[src/rtl/led_strip_pkg.sv]
// led_strip_pkg: shared state type, frame constants and end-frame sizing for the SK9822 scheduler
package led_strip_pkg;

    typedef enum logic [1:0] {IDLE, START, LEDS, END} state_t;

    localparam logic [31:0] START_WORD    = 32'h0000_0000;
    localparam logic [31:0] END_WORD      = 32'h0000_0000;
    localparam logic [2:0]  BRIGHT_PREFIX = 3'b111;

    // one end-frame word per 64 LEDs, plus one, clocks the data through the whole chain
    function automatic int n_end_f(input int n);
        return 1 + n / 64;
    endfunction

endpackage

[src/rtl/led_strip_refresh_timer.sv]
// led_strip_refresh_timer: free-running frame-rate divider, pulses tick on the cycle it wraps
module led_strip_refresh_timer
    import led_strip_pkg::*;
#(
    parameter int clk_mhz    = 27,
    parameter int refresh_hz = 60
) (
    input  logic clk,
    input  logic rst_n,
    output logic tick
);

    localparam int PERIOD = clk_mhz * 1_000_000 / refresh_hz;
    localparam int TW     = PERIOD > 1 ? $clog2(PERIOD) : 1;
    localparam logic [TW-1:0] LAST = TW'(PERIOD - 1);

    logic [TW-1:0] count;

    assign tick = count == LAST;

    // count 0..PERIOD-1 and wrap, independent of whatever the scheduler is doing
    always_ff @(posedge clk or negedge rst_n)
        if (!rst_n) count <= '0;
        else        count <= tick ? '0 : count + 1'b1;

endmodule

[src/rtl/led_strip_scheduler.sv]
// led_strip_scheduler: SK9822 frame sequencer (start word, LED words, end words) on a valid/ready word stream.
// Define LED_STRIP_SCHEDULER_SNAPSHOT_EN to latch the whole frame at launch instead of sampling LEDs live.
module led_strip_scheduler
    import led_strip_pkg::*;
#(
    parameter int clk_mhz    = 27,
    parameter int n_leds     = 13,
    parameter int refresh_hz = 60
) (
    input  logic                    clk,
    input  logic                    rst_n,
    input  logic [0:n_leds-1][31:0] data_rgb,
    input  logic                    frame_req,
    input  logic                    word_ready,
    output logic [31:0]             word_data,
    output logic                    word_valid,
    output logic                    busy,
    output logic                    frame_done
);

    localparam int N_END = n_end_f(n_leds);
    localparam int IW    = n_leds > 1 ? $clog2(n_leds) : 1;
    localparam int EW    = N_END > 1 ? $clog2(N_END) : 1;
    localparam logic [IW-1:0] LAST_IDX = IW'(n_leds - 1);
    localparam logic [EW-1:0] LAST_END = EW'(N_END - 1);

    state_t        state, state_nxt;
    logic [IW-1:0] idx, idx_nxt, led_sel;
    logic [EW-1:0] end_cnt, end_cnt_nxt;
    logic [31:0]   data_nxt, src_word, led_word;
    logic          valid_nxt, done_nxt, pending, tick, xfer, launch;

    led_strip_refresh_timer #(
        .clk_mhz   (clk_mhz),
        .refresh_hz(refresh_hz)
    ) u_timer (
        .clk  (clk),
        .rst_n(rst_n),
        .tick (tick)
    );

    assign xfer     = word_valid & word_ready;
    assign launch   = state == IDLE && pending;
    assign busy     = state != IDLE;
    assign led_sel  = (state == LEDS && idx != LAST_IDX) ? idx + 1'b1 : '0;
    assign led_word = src_word | {BRIGHT_PREFIX, 29'b0};

`ifdef LED_STRIP_SCHEDULER_SNAPSHOT_EN
    logic [31:0] snap [n_leds];

    // freeze the entire frame as it launches so one frame never mixes old and new pixels
    always_ff @(posedge clk)
        if (launch)
            for (int i = 0; i < n_leds; i++) snap[i] <= data_rgb[i];

    assign src_word = snap[led_sel];
`else
    assign src_word = data_rgb[led_sel];
`endif

    // frame requests and timer wraps coalesce; a request landing on the launch edge stays pending
    always_ff @(posedge clk or negedge rst_n)
        if (!rst_n) pending <= 1'b0;
        else        pending <= frame_req | tick | (pending & ~launch);

    // sequence the frame and preload the next word on each transfer so the stream never bubbles
    always_comb begin
        state_nxt   = state;
        idx_nxt     = idx;
        end_cnt_nxt = end_cnt;
        data_nxt    = word_data;
        valid_nxt   = word_valid;
        done_nxt    = 1'b0;
        case (state)
            IDLE: if (pending) begin
                state_nxt = START;
                data_nxt  = START_WORD;
                valid_nxt = 1'b1;
            end
            START: if (xfer) begin
                state_nxt = LEDS;
                idx_nxt   = '0;
                data_nxt  = led_word;
            end
            LEDS: if (xfer) begin
                if (idx == LAST_IDX) begin
                    state_nxt   = END;
                    end_cnt_nxt = '0;
                    data_nxt    = END_WORD;
                end else begin
                    idx_nxt  = led_sel;
                    data_nxt = led_word;
                end
            end
            END: if (xfer) begin
                if (end_cnt == LAST_END) begin
                    state_nxt = IDLE;
                    idx_nxt   = '0;
                    data_nxt  = '0;
                    valid_nxt = 1'b0;
                    done_nxt  = 1'b1;
                end else begin
                    end_cnt_nxt = end_cnt + 1'b1;
                end
            end
            default: state_nxt = IDLE;
        endcase
    end

    // state and registered word-stream outputs; reset aborts any frame in flight
    always_ff @(posedge clk or negedge rst_n)
        if (!rst_n) begin
            state      <= IDLE;
            idx        <= '0;
            end_cnt    <= '0;
            word_data  <= '0;
            word_valid <= 1'b0;
            frame_done <= 1'b0;
        end else begin
            state      <= state_nxt;
            idx        <= idx_nxt;
            end_cnt    <= end_cnt_nxt;
            word_data  <= data_nxt;
            word_valid <= valid_nxt;
            frame_done <= done_nxt;
        end

endmodule

[config.mk]
export PLATFORM = sky130hd
export DESIGN_NAME = led_strip_scheduler
export DESIGN_NICKNAME = d
export VERILOG_FILES = /design/src/rtl/led_strip_pkg.sv /design/src/rtl/led_strip_refresh_timer.sv /design/src/rtl/led_strip_scheduler.sv
export SDC_FILE = /design/constraint.sdc
export NUM_CORES = 1
export LEC_CHECK = 0
export ABC_CLOCK_PERIOD_IN_PS = 6700
export CORE_AREA = 2 2 177 179
export DETAILED_ROUTE_END_ITERATION = 10
export DIE_AREA = 0 0 179 181
export DONT_BUFFER_PORTS = 1
export PLACE_DENSITY = 0.42
export SLEW_MARGIN = 40
export SYNTH_ARGS = -nofsm -noshare
export SYNTH_HDL_FRONTEND = slang
export SYNTH_SLANG_ARGS = --single-unit
[constraint.sdc]
create_clock -name clk -period 6.7 [get_ports clk]
set_clock_uncertainty 0.05 [all_clocks]
set_input_delay 0.67 -clock clk [delete_from_list [all_inputs] [get_ports clk]]
set_output_delay 0.67 -clock clk [all_outputs]
set_load 0.01 [all_outputs]
Yosys cells after proc, flatten, opt, wreduce, memory -nomap -nowiden
Cells that the tools add are included.
Cells by class
  $add $sub $neg: 3
  eq/ne operators: 13
  reductions and logical operators: 12
  bitwise logic cells: 6
  multiplexer cells: 37
  $lt $le $gt $ge: 1
Operator list (count)
  32-bit two-way mux: 6
  32-bit binary-select mux with 4-bit select: 1
  32-bit case mux with 4 select lines: 1
  29-bit two-way mux: 2
  4-bit two-way mux: 6
  19-bit by 1-bit adder with 19-bit output (second input constant): 1
  19-bit == test (second input constant): 1
  19-bit two-way mux: 1
  2-bit two-way mux: 6
  2-bit != test (second input constant): 6
  4-bit case mux with 3 select lines: 1
  6-bit AND reduction: 2
  1-bit two-way mux: 10
  2-bit case mux with 4 select lines: 1
  4-bit AND reduction: 2
  2-bit nonzero test: 3
  5-bit greater-or-equal comparator (second input constant): 1
  4-bit inverter with 5-bit output: 1
  5-bit AND reduction: 1
  4-bit by 1-bit adder with 4-bit output (second input constant): 1
  2-bit == test (second input constant): 2
  4-bit == test (second input constant): 1
  4-bit != test (second input constant): 1
  1-bit case mux with 2 select lines: 2
  other kinds (9): 12
Word-level totals
  word-level logic and storage cells: 80
  register bits after elaboration: 61
  output and inout bits: 35

Depth between registers and ports, before layout
Gate-level depths: netlist (run 1).
  word-level depth: 10
  depth in mapped cells: 12

Modules after synthesis
From an unflattened synthesis (run 1), not the netlist that was laid out.
Unflattened totals
  cell total of the unflattened synthesis: 742
  area total of the unflattened synthesis: 5845.6 µm²
By module, submodules not included
  led_strip_scheduler: area each 4872.2 µm², instances 1, cells an instance 646, seq. area each 975.9 µm²
  led_strip_refresh_timer: area each 973.4 µm², instances 1, cells an instance 96, seq. area each 475.5 µm²

Worst setup path after synthesis (run 1)
No wires, ideal clock.
  kind: register -> register
  start point: register idx[0]
  end point: register word_data[19]
  data arrival time: 2222 ps
  clock period less this slack: 2406 ps
  required time: 6515 ps
  stages on the path, launching flop included: 12
  library setup time: 135 ps
  path slack: 4294 ps
  buffers on the path: 3
  cell sequence: dfrtp_1 > inv_2 > clkbuf_1 > ha_1 > nand3_1 > and3_1 > buf_2 > clkbuf_1 > a21oi_1 > a21oi_1 > a221oi_1 > o31ai_1
On the way
  word-level cells in the longest chain between the ends: 10
  elaborated cells on any way between the ends: 13
  those cells by class: add/sub (1); eq/ne (2); mux (8); bitwise (1); reduce/logical (1)
Ends and longest elaborated chain
  start: declaration: RTL line led_strip_scheduler.sv:28  | logic [IW-1:0] idx, idx_nxt, led_sel;
  start signal: assignment: RTL line led_strip_scheduler.sv:121  | idx <= idx_nxt;
  parallel branches: the longest is 9 deep, another holds 4-bit by 1-bit adder with 4-bit output
  32-bit case mux with 4 select lines *: RTL line led_strip_scheduler.sv:74  | case (state)
  end signal: assignment: RTL line led_strip_scheduler.sv:123  | word_data <= data_nxt;
  end: declaration: RTL line led_strip_scheduler.sv:15  | output logic [31:0] word_data,
Every way passes the cells marked *. The select of a mux whose other input is x is not followed.
A chain may end at the register's enable or synchronous reset.

Worst setup path after layout (run 1)
  start point: register state[0]
  end point: register word_data[19]
On the way
  word-level cells in the longest chain between the ends: 10
  elaborated cells on any way between the ends: 20
  those cells by class: eq/ne (8); mux (8); bitwise (1); reduce/logical (3)
Ends and longest elaborated chain
  start: declaration: RTL line led_strip_scheduler.sv:27  | state_t state, state_nxt;
  start signal: assignment: RTL line led_strip_scheduler.sv:120  | state <= state_nxt;
  2-bit == test: RTL line led_strip_scheduler.sv:45, led_strip_scheduler.sv:74
  1-bit logical AND: RTL line led_strip_scheduler.sv:45  | assign led_sel = (state == LEDS && idx != LAST_IDX) ? idx + 1'b1 : '0;
  4-bit two-way mux: RTL line led_strip_scheduler.sv:45
  4-bit inverter with 5-bit output (implied by the code): RTL line led_strip_scheduler.sv:58  | assign src_word = data_rgb[led_sel];
  32-bit binary-select mux with 4-bit select: RTL line led_strip_scheduler.sv:58
  29-bit two-way mux (implied by the code) (2 in a row): RTL line led_strip_scheduler.sv:58
  32-bit two-way mux: RTL line led_strip_scheduler.sv:86  | if (idx == LAST_IDX) begin
  32-bit two-way mux: RTL line led_strip_scheduler.sv:85  | LEDS: if (xfer) begin
  32-bit case mux with 4 select lines: RTL line led_strip_scheduler.sv:74
Parallel ways exist; a longest one is shown, timed or not. The select of a mux whose other input is x is not followed.

==> impl_results.md, run 1 <==
- Run status: finished, final reports clean
- CP Launch Type: flop
- Yosys warns: 0
- Gr usage total: 17.2%
- DIE WIDTH: about 180 um
- Largest net degree at the start of global routing: a little over 90
- CP Class: flop to flop
- Worst VDD drop: between 0.1 and 0.15 mV
- Pwr Total: 0.926 mW
- Sink Count: between 50 and 60
- Worst Path Arrival: 3.72 ns
- Hold Vio Cnt, Final: 0
- Cell variety after synth: 42
- Power per standard cell area: 149 nW/um2
- Top layer in use: met4
- Fin. max-slew vios: 0
- Mapped Avg Cell Area: around 7.5 um2
- Placeable Area: 30300 um2
- Fin crit share: between 50% and 60%
- Max Cap Viol: 0
- Setup violators final: 0
- # DRC: 0
- Hold slack final: 0.162 ns
- Lkg Pwr: around 2.3 nW
- Primary FF master, synth: dfrtp_1
- Slew HR: between 40% and 50%
- Cells after Synth: roughly 740
- WL/cell: between 20 and 30 um
- Post-Syn Area: 5520 um2
- Crit path max fanout: 30
- #FFs+latches synth: between 50 and 60
- Iter 0 DRT Violations: 521
- Vias in the first global route: between 5000 and 6000
- Max Clock Freq: roughly 280 MHz
- Clk slew on worst S/H paths: about 0.06 ns
- Kind of end point of the critical path: flop
- H-tree levels: 3
- Root buf cell: clkbuf_16
- Met3 WL: slightly below 2000 um
- Routability cong.: 0.833
- Area grow syn2layout: 12.4%
- Fraction of layout cells with a size suffix above 1: approximately 7%
- CTS tree: done
- Clk buf depth: 2
- Final TNS setup: 0 ns
- First-pass GRT wire length: ~40000 um
- Initial antenna violation count: 3
- Nets: 1112
- DRT met1 WL: approximately 13000 um
- DRT Wirelength: approximately 29000 um
- DRT antenna net count: 0
- # IOs: 455
- Worst skew pair latency: roughly 0.34 ns
- WL met2: around 14000 um
- Port buffer count: 0
- Number of buffers created by CTS: 9
- Std-Cell Rows: 64
- Vias/cell: 5.67
- Critical Path RT: between 6 and 7 ns
- Resized cells post-CTS: 0
- Slew at the pin closest to its max-slew limit: approximately 0.78 ns
- Initial core utilization: around 18%
- Seq/Total Area, Yosys: 26.3%
- Async S/R FF share, synth: between 90% and 100%
- EDFF count, synth: 0
- Hold Path Class: input port to async pin
- Hpwl dp: about 22000 um
- Net Count, Synth: roughly 1200
- Final Critical Period: approximately 3.5 ns
- RSZ-0062 raised after global routing: no
- Die height: between 150 and 200 um
- Via Count: a little over 6000
- Die area: about 32000 um2
- Overflow after GRT: 0
- Drt pass-1 iters: 5
==> placed cells by master, fill, tap and decap left out, types with 3 or more instances in the layout <==
cell	count
buf_4	10
diode_2	3
dfrtp_1	58
nand4_1	3
o21ai_0	9
clkbuf_16	9
buf_12	3
xnor2_1	8
a211oi_1	58
o31ai_1	29
nand3_1	9
nand2_1	132
nor3_1	34
inv_1	10
a221oi_1	116
a21oi_1	118
xor2_1	7
nor2_1	23
ha_1	7
==> report_power, final <==
| part | internal, mW | switching [mW] |
|---|---|---|
| Sequential | 0.350 | 0.00000000000000000679 |
| Clock | 0.337 | 0.190 |
| Combinational | 0.0191 | 0.0297 |
| Total | 0.706 | 0.220 |
==> area by class of cell <==
cell class,count,area (um2)
Timing Repair Buffer,16,201
Sequential cell,58,1450
Clock inverter,6,88.8
Tap cell,396,495
Antenna cell,3,7.51
Multi-Input combinational cell,588,3680
Inverter,11,42.5
Fill cell,3401,24100
Clock buffer,10,239
==> synthesized netlist by cell type, drive strengths merged, types with 7 or more instances <==
cell	n	area share [%]
a211oi	58	7.9
a21oi	118	11
a221oi	117	19
buf	48	5.1
clkbuf	36	2.4
dfrtp	58	26
ha	8	1.8
inv	11	0.75
nand2	133	9.0
nand3	11	1.0
nor2	25	1.8
nor3	34	3.1
o21ai	10	0.97
o31ai	29	3.9
xnor2	8	1.3
xor2	7	1.1
==> sequential cells by signal, summed over array words and instances (netlist names) <==
register and flops:
word_data 30, u_timer.count 19, idx 4, state 2, frame_done 1, pending 1, word_valid 1
==> worst paths after layout <==
check                                 start               end  slack, ns  cells after the start
setup / recovery                   state[0]     word_data[19]       3.17                      9
hold / removal                        rst_n          state[1]       0.16                      1
setup reg to reg                   state[0]     word_data[19]       3.17                      9
hold reg to reg            u_timer.count[0]  u_timer.count[0]       0.43                      1
max in group asynchronous             rst_n      word_data[1]       6.16                      1
min in group clk                  frame_req           pending       0.39                      1
==> layer usage <==
metal | up-vias | track usage, %
li1 | 2777 | -
met1 | 3014 | 23.4
met2 | 347 | 27.8
met3 | 29 | 3.41
met4 | 0 | 3.93
met5 | - | 0
==> critical path, cell delays in order, from the launching register on <==
cell	delay [ns]
dfrtp_1	0.41
inv_1	0.12
ha_2	0.47
nand2b_4	0.35
nor2_4	0.48
buf_4	0.36
a21oi_1	0.11
a211oi_1	0.55
nor3_1	0.24
o31ai_1	0.26
==> per-stage QoR <==
stage | setup slack [ns] | cells | cell area [um2] | util, %
2_1_floorplan | 4.29 | 741 | 5520 | -
3_3_place_gp | 2.43 | 1065 | 5760 | 19.0
3_5_place_dp | 2.78 | 1068 | 5830 | 19.2
4_1_cts | 2.78 | 1085 | 6190 | 20.4
5_1_grt | 2.89 | 1088 | 6210 | 20.5
6_report | 3.17 | 1088 | 6210 | 20.5
==> timing repair <==
| action | 4_1_cts | 5_1_grt |
|---|---|---|
| buffers inserted | 0 | 0 |
| hold buffers | 1 | 0 |
| endpoints found under the hold margin | 58 | 0 |
==> kinds of logic (layout without fill, tap and decap cells) <==
| logic type | count (synthesis) | after routing | synth area share, % |
|---|---|---|---|
| buffers and inverters | 95 | 43 | 8.31 |
| AOI/OAI and AO/OA | 340 | 340 | 43.4 |
| muxes | 1 | 1 | 0.204 |
| other | 0 | 3 | 0 |
| DFF | 58 | 58 | 26.3 |
| adders and majority gates | 8 | 8 | 1.81 |
| xor gates and xnor gates | 15 | 15 | 2.38 |
| and+or+nand+nor | 224 | 224 | 17.6 |
Note: power is estimated with default switching activity, not from simulation.
==> run 2, diff against run 1 <==
ABC_CLOCK_PERIOD_IN_PS = 3180   (was 6700)
PLACE_DENSITY = 0.43   (was 0.42)
clock period = 3.18 ns   (was 6.7 ns; I/O delays follow)
==> run 2 against run 1 <==
Clock power grew 110%. Global-route usage is essentially flat. Register-to-register slack lost 2.9 ns. Non-clock buffer count grew 31. Combinational power grew 130%. First-iteration DRC count grew 6.0%. Sequential power grew 110%.
==> impl_results.md, run 2 (synthesis results as in run 1) <==
- Initial antenna violation count: 4
- Routing usage on met3: 3.62%
- Vias in the first global route: ~6300
- WL/cell: between 20 and 30 um
- CTS tree: done
- Power per standard cell area: 301 nW/um2
- Nets: ~1100
- H-tree levels: 3
- Max Clock Freq: around 340 MHz
- Most frequent cells in the layout: 133 x nand2_1, 118 x a21oi_1, 116 x a221oi_1
- DRT antenna net count: 0
- Hold Path Class: input port to flop
- Layout Cells excl Fill: between 1000 and 1500
- Drt pass-1 iters: 5
- Die height: about 180 um
- Std-Cell Rows: between 60 and 70
- # IOs: between 400 and 500
- RSZ-0062 raised after global routing: no
- Clk buf depth: 2
- Number of buffers created by CTS: 9
- Run status: finished, final reports clean
- Final Critical Period: around 2.9 ns
- Worst setup margin: roughly 0.25 ns
- Crit path max fanout: 18
- DIE WIDTH: between 150 and 200 um
- Overflow after GRT: 0
- Hold Vio Cnt, Final: 0
- # DRC: 0
- Setup violators final: 0
- Gr busiest metal: met2
- Slew HR: ~44%
- Vias/cell: about 5.6
- Most common cell after layout, fill and taps aside: nand2_1
- Placed cells: roughly 1100
- Slew at the pin closest to its max-slew limit: ~0.84 ns
- Largest net degree at the start of global routing: 70
- Iter 0 DRT Violations: ~550
- CP Launch Type: flop
- Critical Path RT: 3.32 ns
- Worst VDD drop: about 0.19 mV
- Area grow syn2layout: 17.6%
- DRT Wirelength: just under 30000 um
- Top reg by flops: word_data
- Util after Layout: 21.4%
- Max Cap Viol: 0
- Kind of end point of the critical path: flop
- First-pass GRT wire length: ~41000 um
- Root buf cell: clkbuf_16
- Fraction of layout cells with a size suffix above 1: 10.6%
- Initial core utilization: between 15 and 20%
- CP Class: flop to flop
- Met1 Usage GRT: between 20% and 30%
- Routability cong.: between 0.8 and 0.9
- Critical Path Start: idx[1]
- Met2 usage in global routing: ~29%
- Port buffer count: 0
- Gr usage total: 17.2%
- Clk slew on worst S/H paths: approximately 0.06 ns
- Pwr Total: 1.95 mW
- Worst skew pair latency: 0.34 ns
- Max reg flops: 30
- Lkg Pwr: between 2 and 2.5 nW
- Setup Slack @ Placement: 0.174 ns
- Placeable Area: between 30000 and 40000 um2
- Hpwl dp: 22900 um
- Worst Path Arrival: 3.08 ns
- RR Startpoint: idx[1]
- Fin. max-slew vios: 0
- Largest regs: word_data: 30 flops, u_timer.count: 19 flops, idx: 4 flops
- Fin crit share: ~90%
- Via Count: 6282
- Sink Count: just under 60
- Final TNS setup: 0 ns
- Die area: between 30000 and 40000 um2
- Hold Startpoint: frame_req
run 2: cell count changes in the layout (fill, tap and decap cells not counted):
cell and delta:
buf_4 +25, buf_12 +7, clkinv_4 +2, buf_16 -1, buf_6 -1, clkbuf_8 -1, clkinv_2 -1, dlygate4sd3_1 +1
nand2_1 +1, nand2_2 -1, nor4_2 +1, nor4_4 -1
run 2: area by class of cell:
class | count | area, um2
diodes | 3 | 7.51
clock inverters | 7 | 101
inverters | 11 | 42.5
flip-flops and latches | 58 | 1450
clock buffers | 9 | 225
fillers | 3378 | 23900
repair buffers | 47 | 500
well taps | 396 | 495
multi-input cells | 588 | 3670
run 2: final timing paths:
check | to | slack [ns] | cells after the start
hold / removal | pending | 0.04 | 1
max in group asynchronous | word_data[2] | 2.34 | 2
min in group asynchronous | u_timer.count[18] | 0.47 | 2
setup / recovery | word_data[19] | 0.25 | 9
setup reg to reg | word_data[19] | 0.25 | 9
hold reg to reg | pending | 0.44 | 1
run 2: repair_timing:
item	4_1_cts	5_1_grt
hold buffers	2	0
gates resized for setup	0	1
setup endpoints to repair	0	1
setup buffers	0	0
hold endpoints to repair	58	0
run 2: per-layer routing:
metal / up-vias / routed length, um
met3: 39 / 2330
met1: 3038 / 12300
li1: 2830 / -
met4: 2 / 667
met5: - / 13
met2: 373 / 13900
run 2: critical path, cell delays in order, from the launching register on:
cell      delay (ns)
dfrtp_1         0.39
inv_1           0.10
ha_1            0.22
nand2_1         0.10
nor3b_2         0.19
o21ai_4         0.68
a211oi_1        0.21
buf_4           0.21
nor3_1          0.51
o31ai_1         0.12
run 2: per-stage QoR:
| stage | cell area [um2] | hold WS [ns] |
|---|---|---|
| after floorplan | 5520 | -0.0276 |
| after global placement | 6120 | -0.0261 |
| after detailed placement | 6120 | -0.0255 |
| after CTS | 6480 | 0.0266 |
| after global routing | 6490 | 0.0488 |
| final | 6490 | 0.0415 |
run 2: power by group:
part / internal, mW / leakage, nW / total (mW) / switching [mW]
combinational: 0.0465 / 1.51 / 0.111 / 0.0648
clock: 0.692 / 0.152 / 1.10 / 0.413
sequential: 0.738 / 0.770 / 0.738 / 0.0000000000000000138
==> run 3, diff against run 2 <==
ABC_CLOCK_PERIOD_IN_PS = 2960   (was 3180)
PLACE_DENSITY = 0.42   (was 0.43)
clock period = 2.96 ns   (was 3.18 ns; I/O delays follow)
==> run 3 against run 2 <==
Power up 7.8%. Sequential power rose by 7.5%. Hold slack lost 0.023 ns. Critical path type unchanged. Largest cell class unchanged. Largest power group unchanged.
==> impl_results.md, run 3 (synthesis results as in run 1) <==
- Slew at the pin closest to its max-slew limit: slightly above 0.6 ns
- Fraction of layout cells with a size suffix above 1: 10.9%
- Max Clock Freq: ~360 MHz
- Max reg flops: 30
- Pwr Total: ~2.1 mW
- Fin. max-slew vios: 0
- Port buffer count: 0
- Most common cell after layout, fill and taps aside: nand2_1
- Placeable Area: 30300 um2
- Post-CTS Setup Bufs: 0
- Met2 usage in global routing: approximately 28%
- R2R depth: 10
- Most frequent cells in the layout: 132 x nand2_1, 118 x a21oi_1, 116 x a221oi_1
- Top reg by flops: word_data
- Std-Cell Rows: between 60 and 70
- Slew HR: between 50 and 60%
- Vias in the first global route: roughly 6000
- # IOs: ~460
- Hpwl dp: 22800 um
- Initial antenna violation count: 4
- Run status: finished, final reports clean
- # DRC: 0
- Clk slew on worst S/H paths: 0.06 ns
- Area grow syn2layout: 18.3%
- CP Launch Type: flop
- Worst Path Arrival: between 2 and 3 ns
- First-pass GRT wire length: 40300 um
- Final Critical Period: between 2 and 3 ns
- Register Area: about 1500 um2
- Util after Layout: between 20% and 30%
- Hold depth: 1
- WL/cell: 26.1 um
- Via Count: about 6200
- Largest net degree at the start of global routing: 59
- Area occupied by multi-input gates: 3690 um2
- Kind of end point of the critical path: flop
- Gr busiest metal: met2
- Die height: 181 um
- H-tree levels: 3
- Worst VDD drop: about 0.24 mV
- Hold Vio Cnt, Final: 0
- Power per standard cell area: around 320 nW/um2
- Nets: about 1100
- DRT Wirelength: 29100 um
- Max Cap Viol: 0
- Fillers: around 3400
- Gr usage total: between 10% and 20%
- Iter 0 DRT Violations: 580
- DIE WIDTH: between 150 and 200 um
- Critical Path RT: ~3.1 ns
- Worst skew pair latency: between 0.3 and 0.4 ns
- Overflow after GRT: 0
- Fin crit share: a little over nine tenths
- DRT antenna net count: 0
- Crit path max fanout: 17
- Number of buffers created by CTS: 9
- CTS tree: done
- Lkg Pwr: between 2 and 2.5 nW
- Die area: between 30000 and 40000 um2
- Vias/cell: around 5.6
- CP Class: flop to flop
- Initial core utilization: a little under a fifth
- Root buf cell: clkbuf_16
- Largest regs: word_data: 30 flops, u_timer.count: 19 flops, idx: 4 flops
- Routing usage on met3: under 10%
- Sink Count: 58
- Met1 Usage GRT: 22.6%
- RSZ-0062 raised after global routing: no
- Hold Path Class: input port to flop
- Clk buf depth: 2
- Setup violators final: 0
- Routability cong.: approximately 0.84
- Drt pass-1 iters: 5
- Final TNS setup: 0 ns
[run 3: timing repair]
| action | CTS | global route |
|---|---|---|
| resized for setup | 0 | 5 |
| endpoints found under the setup margin | 0 | 2 |
| hold buffers | 2 | 0 |
| hold endpoints to repair | 58 | 0 |
[run 3: worst paths after layout]
path / startpoint / endpoint / slack, ns
min in group asynchronous: rst_n / idx[1] / 0.50
min reg2reg: u_timer.count[9] / u_timer.count[9] / 0.44
max: idx[0] / word_data[22] / 0.16
max reg2reg: idx[0] / word_data[22] / 0.16
min: frame_req / pending / 0.02
max in group asynchronous: rst_n / word_data[7] / 2.10
[run 3: area by class of cell]
class,instances,share of cell area (%)
repair buffers,45,8.00
inverters,11,0.651
diodes,3,0.115
multi-input cells,588,56.5
flip-flops and latches,58,22.2
clock buffers,9,3.44
well taps,396,7.58
clock inverters,7,1.55
[run 3: per-layer routing]
layer / vias to the layer above / routed length [um]
li1: 2840 / -
met1: 2978 / 12600
met4: 2 / 918
met2: 356 / 13700
met5: - / 13
met3: 52 / 1880
[run 3: through the flow]
stage | cell area, um2 | hold slack, ns | worst slack [ns] | cells
2_1_floorplan | 5520 | -0.0496 | 0.554 | 741
3_3_place_gp | 6140 | -0.0471 | 0.114 | 1096
3_5_place_dp | 6140 | -0.0467 | 0.104 | 1096
4_1_cts | 6510 | 0.000946 | 0.0815 | 1114
5_1_grt | 6540 | 0.00739 | 0.0156 | 1117
6_report | 6540 | 0.0182 | 0.158 | 1117
[run 3: report_power, final]
| group | switching, mW | internal, mW |
|---|---|---|
| clock | 0.452 | 0.744 |
| combinational | 0.0679 | 0.0501 |
| sequential | 0.0000000000000000162 | 0.793 |
[run 3: worst max-delay path, cell delays in order (launching register included)]
cell and delay, ns:
dfrtp_1 0.46, clkinv_2 0.09, ha_1 0.21, nand2_1 0.10, nor3b_2 0.20, o21ai_4 0.45, nor2_4 0.17, buf_12 0.20
a221oi_1 0.47, buf_4 0.21, o31ai_1 0.07
